## config.mk

```make
export PLATFORM = sky130hd
export DESIGN_NAME = bpsk_tx_ctrl
export DESIGN_NICKNAME = d
export VERILOG_FILES = /design/src/rtl/bpsk_tx_ctrl.sv
export SDC_FILE = /design/constraint.sdc
export NUM_CORES = 1
export LEC_CHECK = 0
export ABC_AREA = 1
export BUFFER_PORTS_ARGS = -buffer_cell sky130_fd_sc_hd__buf_4
export CAP_MARGIN = 20
export CORE_ASPECT_RATIO = 1.4
export CORE_MARGIN = 10
export CORE_UTILIZATION = 42
export DETAILED_ROUTE_END_ITERATION = 8
export PLACE_DENSITY = 0.62
export SLEW_MARGIN = 10
export SYNTH_ARGS = -nofsm -noshare
export SYNTH_HDL_FRONTEND = slang
export SYNTH_SLANG_ARGS = --single-unit
```

## constraint.sdc

```tcl
create_clock -name clk -period 3.2 [get_ports clk]
set_input_delay 0.16 -clock clk [delete_from_list [all_inputs] [get_ports clk]]
set_output_delay 0.16 -clock clk [all_outputs]
set_load 0.01 [all_outputs]
```

## src/rtl/bpsk_tx_ctrl.sv

```systemverilog
// BPSK transmit sequencer: preamble + MSB-first byte serializer, one
// signed symbol per SPS carrier samples, with carrier gating and phase sync.
module bpsk_tx_ctrl #(
  parameter int BWIDTH  = 2,
  parameter int SPS     = 16,
  parameter int PRE_LEN = 8
) (
  input  logic                     clk,
  input  logic                     rst_n,
  input  logic                     start,
  input  logic [7:0]               frame_len,
  input  logic [7:0]               din,
  input  logic                     din_valid,
  output logic                     din_ready,
  output logic signed [BWIDTH-1:0] base_sig,
  output logic                     carrier_en,
  output logic                     carrier_sync,
  output logic                     busy,
  output logic                     done,
  output logic                     underrun
);

  localparam int SW = (SPS > 1) ? $clog2(SPS) : 1;
  localparam int YW = $clog2((PRE_LEN > 8) ? PRE_LEN : 8);
  localparam logic [BWIDTH-1:0] POS = BWIDTH'(1);
  localparam logic [BWIDTH-1:0] NEG = {BWIDTH{1'b1}};

  typedef enum logic [1:0] {IDLE, PRE, DATA} state_t;

  state_t        state_q, state_d;
  logic [SW-1:0] samp_cnt;
  logic [YW-1:0] sym_cnt;
  logic [7:0]    byte_cnt;
  logic [7:0]    flen;
  // Bits still to be sent in the current byte; the bit on air lives in base_sig.
  logic [6:0]    sreg;

  logic sym_end, pre_last, bit_last, fetch, finish;

  assign sym_end  = (samp_cnt == SW'(SPS - 1));
  assign pre_last = (sym_cnt == YW'(PRE_LEN - 1));
  assign bit_last = (sym_cnt == YW'(7));

  // Next state plus fetch/finish decode; fetch depends only on state/counters.
  always_comb begin
    state_d = state_q;
    fetch   = 1'b0;
    finish  = 1'b0;
    case (state_q)
      IDLE: if (start) state_d = PRE;
      PRE:  if (sym_end && pre_last) begin
              if (flen == 8'd0) finish = 1'b1;
              else              fetch  = 1'b1;
            end
      DATA: if (sym_end && bit_last) begin
              if (byte_cnt == flen) finish = 1'b1;
              else                  fetch  = 1'b1;
            end
      default: state_d = IDLE;
    endcase
    if (finish) state_d = IDLE;
    if (fetch)  state_d = din_valid ? DATA : IDLE;
  end

  assign din_ready = fetch;

  // State register.
  always_ff @(posedge clk or negedge rst_n) begin
    if (!rst_n) state_q <= IDLE;
    else        state_q <= state_d;
  end

  // Counters, shift register and registered outputs.
  always_ff @(posedge clk or negedge rst_n) begin
    if (!rst_n) begin
      samp_cnt     <= '0;
      sym_cnt      <= '0;
      byte_cnt     <= '0;
      flen         <= '0;
      sreg         <= '0;
      base_sig     <= '0;
      busy         <= 1'b0;
      carrier_en   <= 1'b0;
      carrier_sync <= 1'b0;
      done         <= 1'b0;
      underrun     <= 1'b0;
    end else begin
      carrier_sync <= 1'b0;
      done         <= 1'b0;
      underrun     <= 1'b0;
      if (state_q == IDLE) begin
        if (start) begin
          flen         <= frame_len;
          busy         <= 1'b1;
          carrier_en   <= 1'b1;
          carrier_sync <= 1'b1;
          base_sig     <= POS;
          samp_cnt     <= '0;
          sym_cnt      <= '0;
          byte_cnt     <= '0;
        end
      end else begin
        samp_cnt <= sym_end ? '0 : samp_cnt + SW'(1);
        if (finish || (fetch && !din_valid)) begin
          // Frame over (normally or starved): drop to idle at once.
          busy       <= 1'b0;
          carrier_en <= 1'b0;
          base_sig   <= '0;
          samp_cnt   <= '0;
          sym_cnt    <= '0;
          byte_cnt   <= '0;
          done       <= finish;
          underrun   <= fetch;
        end else if (fetch) begin
          sreg     <= din[6:0];
          base_sig <= din[7] ? POS : NEG;
          byte_cnt <= byte_cnt + 8'd1;
          sym_cnt  <= '0;
        end else if (sym_end) begin
          sym_cnt <= sym_cnt + YW'(1);
          if (state_q == PRE) begin
            // Next preamble index is odd when the current one is even.
            base_sig <= sym_cnt[0] ? POS : NEG;
          end else begin
            base_sig <= sreg[6] ? POS : NEG;
            sreg     <= {sreg[5:0], 1'b0};
          end
        end
      end
    end
  end

endmodule

```

==> results of run 1 <==
## layout by cell type, fill, tap and decap left out, types with 2 or more instances in the layout
master     n
nand2_1   84
dfrtp_1   38
buf_4     27
inv_1     20
nor2_1    16
nand3_1   14
xor2_1    10
o21ai_0    9
ha_1       8
nand4_1    6
clkbuf_8   6
nand2_2    4
a21oi_1    4
nor3_1     3
nor2_4     3
o21ai_1    3
inv_2      2
nand3_2    2
inv_4      2
nand2_4    2
## layout make-up
| class | instances | area, sq um |
|---|---|---|
| clock buffer | 7 | 86.3 |
| fill | 454 | 2220 |
| sequential | 38 | 951 |
| inverter | 25 | 98.8 |
| tap | 62 | 77.6 |
| clock inverter | 1 | 5.00 |
| timing repair buffer | 28 | 213 |
| multi-input combinational | 177 | 961 |
## flip-flops by register name, summed over array words and instances (netlist names)
| signal | flops |
|---|---|
| base_sig | 2 |
| samp_cnt | 4 |
| byte_cnt | 8 |
| flen | 8 |
| state_q | 2 |
| carrier_sync | 1 |
| sreg | 7 |
| busy | 1 |
| underrun | 1 |
| done | 1 |
| sym_cnt | 3 |
## Yosys cell counts (all sizes together)
| cell type | number |
|---|---|
| dfrtp | 38 |
| o21ai | 12 |
| nand3b | 1 |
| mux2 | 1 |
| buf | 2 |
| nor2 | 20 |
| a21oi | 5 |
| nor3 | 3 |
| nand3 | 17 |
| xor2 | 10 |
| clkinv | 1 |
| ha | 8 |
| nand4 | 7 |
| o22ai | 1 |
| a21boi | 1 |
| nand2 | 90 |
| xnor2 | 1 |
| clkbuf | 1 |
| inv | 24 |
## through the flow
stage	cell area (sq um)	utilization	total power, W
after global routing	2390	0.519	0.00160
after CTS	2390	0.519	0.00150
after detailed placement	2290	0.497	0.00114
after floorplan	2030	-	0.000999
final	2390	0.519	0.00147
after global placement	2290	0.497	0.00114
## power by group
part | switching (W) | internal, W | leakage (nW)
registers | 0.0000783 | 0.000572 | 0.499
clock network | 0.000173 | 0.000174 | 0.0482
logic | 0.000304 | 0.000171 | 0.688
## routing by layer
| layer | vias to the layer above | part of all wire | track usage |
|---|---|---|---|
| met3 | 5 | 0.034 | 0.0351 |
| met2 | 19 | 0.56 | 0.240 |
| met1 | 762 | 0.39 | 0.117 |
| li1 | 832 | - | - |
| met5 | - | 0 | 0 |
| met4 | 0 | 0.013 | 0.0415 |
## worst paths after layout
check / endpoint / slack, ns / cells after the start / start
min: flen[6] / 0.05 / 3 / frame_len[6]
min reg2reg: sreg[0] / 0.47 / 2 / sreg[0]
max: din_ready / 1.02 / 9 / state_q[0]
min in group asynchronous: samp_cnt[0] / 0.36 / 2 / rst_n
max reg2reg: byte_cnt[0] / 1.20 / 10 / sym_cnt[0]
max in group asynchronous: sreg[2] / 2.49 / 2 / rst_n
## worst max-delay path, delay by kind of cell, from the launching register on
kind | cells | cell delay [ns]
flip-flops | 1 | 0.40
adder cells (fa/ha/maj) | 1 | 0.21
AO/OA/AOI/OAI | 1 | 0.18
AND/OR/NAND/NOR | 4 | 0.53
buffers and inverters | 3 | 0.40
## logic make-up after synthesis
kind of cell               count (synthesis)  synth area share
DFF                                       38             0.469
adders and majority gates                  8            0.0493
muxes                                      1           0.00555
and+or+nand+nor                          138             0.317
buffers and inverters                     28            0.0579
AOI/OAI and AO/OA                         19            0.0543
xor gates and xnor gates                  11            0.0475
## timing repair
item                       CTS  global route
hold buffers                 1             0
setup endpoints to repair    0             0
hold endpoints to repair    38             0
==> impl_metrics.tcl, run 1 <==
set metrics [dict create \
    grt_antenna_before_repair 0 \
    power.density_nw_per_um2 616 \
    post-place-ws_ns 1.18 \
    crit_required_ns 3.04 \
    ant_nets 0 \
    critPathLaunchType "flip-flop" \
    cts.sinks 38 \
    cts_buffers 5 \
    grt_max_degree 39 \
    drc 0 \
    clock.fmax_mhz 458 \
    cts_root_buf "clkbuf_8" \
    fp.dieW_um 78.8 \
    holdWs_ns 0.0536 \
    io_pins 28 \
    wirelength_mm 4.46 \
    rsz0062_at_grt "no" \
    htree_levels 2 \
    crit_chain "inv_1, ha_1, a21boi_1, nand2_1, nor2_1, nand3_2, nand3_4, inv_2, buf_4" \
    slew_headroom 0.676 \
    overflow 0 \
    fin_cells 338 \
    synthCells 243 \
    slew_viol_final 0 \
    rows 29 \
    cts.clk_slew.worst_paths_ns 0.08 \
    synth_area_sq_um 2030 \
    post_cts_resized 0 \
    worstPathMaxFanout 14 \
    die-area_sq_um 8050 \
    ys_seq_area_frac 0.469 \
    hold_violations 0 \
    ys_types 30 \
    max_stage_delay_ns 0.40 \
    drtPass1Iterations 4 \
    tightest_slew_ns 0.486 \
    insertion_delay_ns 0.29 \
    yosysTopAreaCellShare 0.469 \
    setup_ws_ns 1.02 \
    path_class "reg -> out" \
    syn-num-nets 271 \
    cts_setup_buffers 0 \
    post_drt_wl_per_cell_um 13.2 \
    core_area_sq_um 4610 \
    tns_ns 0 \
    finalCritPeriodShare 0.682 \
    p_leak_nw 1.24 \
    routabilityCongestion 0.800 \
    critPathSlowestCell "dfrtp_1" \
    yosys_warnings 0 \
    grt_use_total 0.122 \
    status "completed" \
    port_buffers 27 \
    syn_to_final_growth_pct 17.9 \
    setup_violations 0 \
    synth_seq_cells 38 \
    dp.cells 329 \
    cts_tree "done" \
    vias 1618 \
    peakVddDrop_mv 0.272 \
    diodes 0 \
    drv_cap 0 \
    finalClockSkew_ns 0.00571 \
    yosysTopAreaCell "dfrtp_1" \
    grt_pass1_vias 1779 \
    first_iter_violations 92 \
    initial_core_util 0.440 \
    syn_area_per_cell_sq_um 8.35 \
    grt_pass1_wl_mm 7.83 \
    worstPathArrival_ns 2.02 \
    ys_top_cells_by_area "dfrtp_1 47%, nand2_1 16%, ha_1 4.9%" \
    die_h_um 102 \
    drive_gt1_frac 0.196 \
    hold_class "in -> reg" \
    dpl.hpwl_mm 3.39 \
    layout.nets 303 \
    viasPerCell 4.79 \
    clk_path_buf_depth 2 \
    fin_crit_ns 2.18 \
    critPathCaptureType "output port" \
]
(Power assumes the default switching activity.)
==> run 2: changes to the inputs <==
==> constraint.sdc (replaced) <==
create_clock -name clk -period 2.2 [get_ports clk]
set_input_delay 0.11 -clock clk [delete_from_list [all_inputs] [get_ports clk]]
set_output_delay 0.11 -clock clk [all_outputs]
set_load 0.01 [all_outputs]
==> impl_metrics.tcl, run 2 (synthesized netlist as in run 1, its figures left out) <==
set metrics [dict create \
    use_met3 0.0290 \
    setup.worst_path.start "state_q[0]" \
    dpl.hpwl_mm 3.34 \
    hold_violations 0 \
    drv_cap 0 \
    placed_area_sq_um 2310 \
    fp.dieW_um 78.8 \
    finalCritPeriodShare 0.897 \
    layout.nets 310 \
    rsz0062_at_grt "no" \
    r2r-start "state_q[0]" \
    drive_gt1_frac 0.213 \
    tightest_slew_ns 0.485 \
    worst-r2r-cell-count 12 \
    grt_pass1_wl_mm 7.62 \
    worstPathArrival_ns 1.86 \
    slew_viol_final 0 \
    post-place-ws_ns 0.127 \
    regToRegSetupSlack_ns 0.27 \
    cts_buffers 5 \
    finalInstanceArea_sq_um 2440 \
    viasPerCell 4.71 \
    drc 0 \
    hold_class "in -> reg" \
    grt_util_met1 0.118 \
    first_iter_violations 56 \
    clock.fmax_mhz 507 \
    r2r-end "sym_cnt[0]" \
    cts.sinks 38 \
    cts_tree "done" \
    critPathLaunchType "flip-flop" \
    port_buffers 27 \
    grt_max_degree 39 \
    power_w 0.00212 \
    drtPass1Iterations 4 \
    post_drt_wl_per_cell_um 12.8 \
    critPathSlowestCell "dfrtp_1" \
    die_h_um 102 \
    htree_levels 2 \
    use_met2 0.225 \
    overflow 0 \
    die-area_sq_um 8050 \
    grt_antenna_before_repair 0 \
    finalClockSkew_ns 0.00263 \
    max_stage_delay_ns 0.39 \
    peakVddDrop_mv 0.448 \
    reg_top3 "byte_cnt: 8 flops, flen: 8 flops, sreg: 7 flops" \
    routabilityCongestion 0.832 \
    diodes 0 \
    setup_ws_ns 0.226 \
    rows 29 \
    endpoint "din_ready" \
    tns_ns 0 \
    status "completed" \
    critPathCaptureType "output port" \
    ant_nets 0 \
    grt_pass1_vias 1706 \
    p_leak_nw 1.26 \
    final_common_cell "nand2_1" \
    setup_violations 0 \
    insertion_delay_ns 0.28 \
    clk_path_buf_depth 2 \
    power.density_nw_per_um2 868 \
    core_area_sq_um 4610 \
    slew_headroom 0.676 \
    vias 1621 \
    path_class "reg -> out" \
    grt_use_total 0.117 \
    io_pins 28 \
    initial_core_util 0.440 \
    busiest_layer "met2" \
    nFillCells 471 \
    cts.clk_slew.worst_paths_ns 0.07 \
    crit_chain "inv_1, ha_1, a21boi_1, nand2_1, nor2_1, nand3_2, nand3_4, inv_2, buf_4" \
    final_cell_mix "84 x nand2_1, 38 x dfrtp_1, 33 x buf_4" \
    worstPathMaxFanout 9 \
    syn_to_final_growth_pct 20.5 \
    crit_required_ns 2.09 \
    fin_crit_ns 1.97 \
    cts_root_buf "clkbuf_8" \
    wirelength_mm 4.39 \
]
-- run 2: worst min path at each step --
stage | startpoint | depth (start not counted) | to
floorplan | rst_n | 0 | base_sig[0]
global placement | rst_n | 1 | sym_cnt[2]
detailed placement | rst_n | 1 | sym_cnt[2]
CTS | frame_len[2] | 3 | flen[2]
global route | din_valid | 2 | underrun
finish | din_valid | 2 | underrun
-- run 2: worst max-delay path, delay by kind of cell (launching register included) --
kind,cells,cell delay (ns)
AND/OR/NAND/NOR,4,0.45
AO/OA/AOI/OAI,1,0.16
adder cells (fa/ha/maj),1,0.20
buffers and inverters,3,0.37
flip-flops,1,0.39
-- run 2: layer usage --
layer / vias to the layer above / share of wire
li1: 848 / -
met1: 750 / 0.41
met2: 18 / 0.55
met3: 5 / 0.030
met4: 0 / 0.015
met5: - / 0
-- run 2: through the flow --
stage / utilization / hold slack (ns) / cells
after floorplan: - / -0.186 / 243
after global placement: 0.500 / 0.110 / 331
after detailed placement: 0.500 / 0.112 / 331
after CTS: 0.519 / 0.0103 / 339
after global routing: 0.531 / 0.00898 / 344
final: 0.531 / 0.00995 / 344
-- run 2: repair_timing --
| item | in CTS | in global routing |
|---|---|---|
| hold buffers | 1 | 0 |
| endpoints found under the hold margin | 38 | 0 |
| endpoints found under the setup margin | 0 | 4 |
| resized for setup | 0 | 1 |
| buffers inserted | 0 | 5 |
-- run 2: area by class of cell --
type                            instances  area [sq um]  share of cell area
Inverter                               25          98.8              0.0404
Sequential cell                        38           951               0.389
Clock buffer                            7          76.3              0.0312
Timing Repair Buffer                   35           278               0.114
Tap cell                               62          77.6              0.0317
Multi-Input combinational cell        177           963               0.394
-- run 2: report_power, final --
part           total [W]  internal, W  leakage, nW  switching, W
Clock           0.000453     0.000218       0.0383      0.000235
Combinational   0.000720     0.000266        0.725      0.000454
Sequential      0.000947     0.000833        0.499      0.000114
==> run 3: changes to the inputs <==
--- a/config.mk
+++ b/config.mk
@@ -12,7 +12,7 @@
 export CORE_MARGIN = 10
 export CORE_UTILIZATION = 42
 export DETAILED_ROUTE_END_ITERATION = 8
-export PLACE_DENSITY = 0.62
+export PLACE_DENSITY_LB_ADDON = 0.05
 export SLEW_MARGIN = 10
 export SYNTH_ARGS = -nofsm -noshare
 export SYNTH_HDL_FRONTEND = slang
==> impl_metrics.tcl, run 3 (synthesized netlist as in run 1, its figures left out) <==
set metrics [dict create \
    die-area_sq_um 8050 \
    critPathLaunchType "flip-flop" \
    r2r-start "sym_cnt[0]" \
    worstPathArrival_ns 1.87 \
    cts.clk_slew.worst_paths_ns 0.08 \
    setup.worst_path.start "state_q[0]" \
    core_area_sq_um 4610 \
    path_class "reg -> out" \
    tightest_slew_ns 0.491 \
    use_met2 0.223 \
    switching_share 0.338 \
    ant_nets 0 \
    p_clk_frac 0.305 \
    post-route-util 0.541 \
    power_w 0.00239 \
    busiest_layer "met2" \
    cts.sinks 38 \
    min_from "frame_len[6]" \
    overflow 0 \
    rsz0062_at_grt "no" \
    reg_top3 "byte_cnt: 8 flops, flen: 8 flops, sreg: 7 flops" \
    insertion_delay_ns 0.29 \
    finalCritPeriodShare 0.899 \
    vias 1602 \
    peakVddDrop_mv 0.568 \
    combinationalPowerShare 0.297 \
    crit_family "simple AND/OR/NAND/NOR gates" \
    tns_ns 0 \
    post_cts_resized 0 \
    routabilityCongestion 0.862 \
    initial_core_util 0.440 \
    drive_gt1_frac 0.213 \
    wirelength_mm 4.52 \
    viasPerCell 4.66 \
    status "completed" \
    finalInstanceArea_sq_um 2490 \
    crit_required_ns 2.09 \
    critPathCaptureType "output port" \
    grt_util_met1 0.129 \
    grt_pass1_vias 1757 \
    setup_violations 0 \
    placed_area_sq_um 2310 \
    hold_class "in -> reg" \
    die_h_um 102 \
    cts_buffers 5 \
    htree_levels 2 \
    slew_headroom 0.673 \
    regToRegSetupSlack_ns 0.25 \
    use_met3 0.0316 \
    slew_viol_final 0 \
    fp.dieW_um 78.8 \
    clk_path_buf_depth 2 \
    p_leak_nw 1.29 \
    final_common_cell "nand2_1" \
    cts_tree "done" \
    post_drt_wl_per_cell_um 13.1 \
    first_iter_violations 65 \
    critPathSlowestCell "dfrtp_1" \
    p_sw_w 0.000808 \
    p_int_w 0.00158 \
    fin_crit_ns 1.98 \
    diodes 0 \
    crit_chain "inv_1, ha_1, a21boi_1, nand2_1, nor2_1, nand3_2, nand3_4, inv_2, buf_4" \
    grt_max_degree 39 \
    cts_root_buf "clkbuf_8" \
    grt_antenna_before_repair 0 \
    syn_to_final_growth_pct 22.7 \
    drc 0 \
    worstPathBufferInverterCount 3 \
    io_pins 28 \
    power.density_nw_per_um2 960 \
    grt_use_total 0.121 \
    dpl.hpwl_mm 3.43 \
    clock.fmax_mhz 506 \
    drtPass1Iterations 4 \
    rows 29 \
    drv_cap 0 \
    grt_pass1_wl_mm 7.94 \
    port_buffers 27 \
    p_seq_frac 0.398 \
    final_cell_mix "84 x nand2_1, 38 x dfrtp_1, 32 x buf_4" \
    worstPathMaxFanout 10 \
    hold_violations 0 \
    layout.nets 309 \
    finalClockSkew_ns 0.0154 \
    max_stage_delay_ns 0.41 \
]
run 3: cell count changes in the layout (fill, tap and decap cells not counted):
cell,previous run,this run
nor2_2,2,1
clkbuf_8,5,6
buf_4,33,32
nor2_1,15,16
bufinv_16,0,2
dlygate4sd3_1,1,2
buf_12,1,0
clkbuf_1,2,0
run 3: tightest hold or removal path, stage by stage:
cell	delay, ns
buf_4	0.08
nand2_1	0.04
nand2_1	0.05
run 3: path summary, 6_finish.rpt:
| check | to | cells past startpoint |
|---|---|---|
| worst max-delay path | din_ready | 9 |
| worst min-delay path | flen[6] | 3 |
| worst max register to register | sreg[3] | 10 |
| worst min register to register | sreg[4] | 2 |
| max in group asynchronous | flen[0] | 2 |
| min in group asynchronous | byte_cnt[6] | 2 |
run 3: power by group through the flow:
stage	Sequential, W	Combinational [W]	Clock (W)
detailed placement	0.000964	0.000716	0
CTS	0.000953	0.000723	0.000746
floorplan	0.000934	0.000520	0
finish	0.000953	0.000710	0.000729
global placement	0.000968	0.000712	0
global route	0.000976	0.000827	0.000766
run 3: what timing repair did:
| item | CTS | global route |
|---|---|---|
| setup endpoints to repair | 0 | 1 |
| hold buffers | 1 | 1 |
| buffers inserted | 0 | 3 |
| hold endpoints to repair | 38 | 1 |
run 3: area by class of cell:
type	instances	area, sq um
fillers	468	2120
multi-input cells	177	961
flip-flops and latches	38	951
repair buffers	34	260
inverters	25	98.8
clock buffers	6	82.6
well taps	62	77.6
clock inverters	2	60.1
run 3: per-stage QoR:
stage / cells / hold slack [ns] / setup slack, ns
floorplan: 243 / -0.186 / 0.534
global placement: 331 / 0.116 / 0.240
global route: 344 / 0.0303 / 0.0467
finish: 344 / 0.0332 / 0.222
detailed placement: 331 / 0.114 / 0.246
CTS: 340 / 0.00540 / 0.136
run 3: layer usage:
metal  routed length (um)  vias up
met5                    0        -
met4                   68        0
met3                  168        7
met2                 2470       16
met1                 1810      730
li1                     -      849
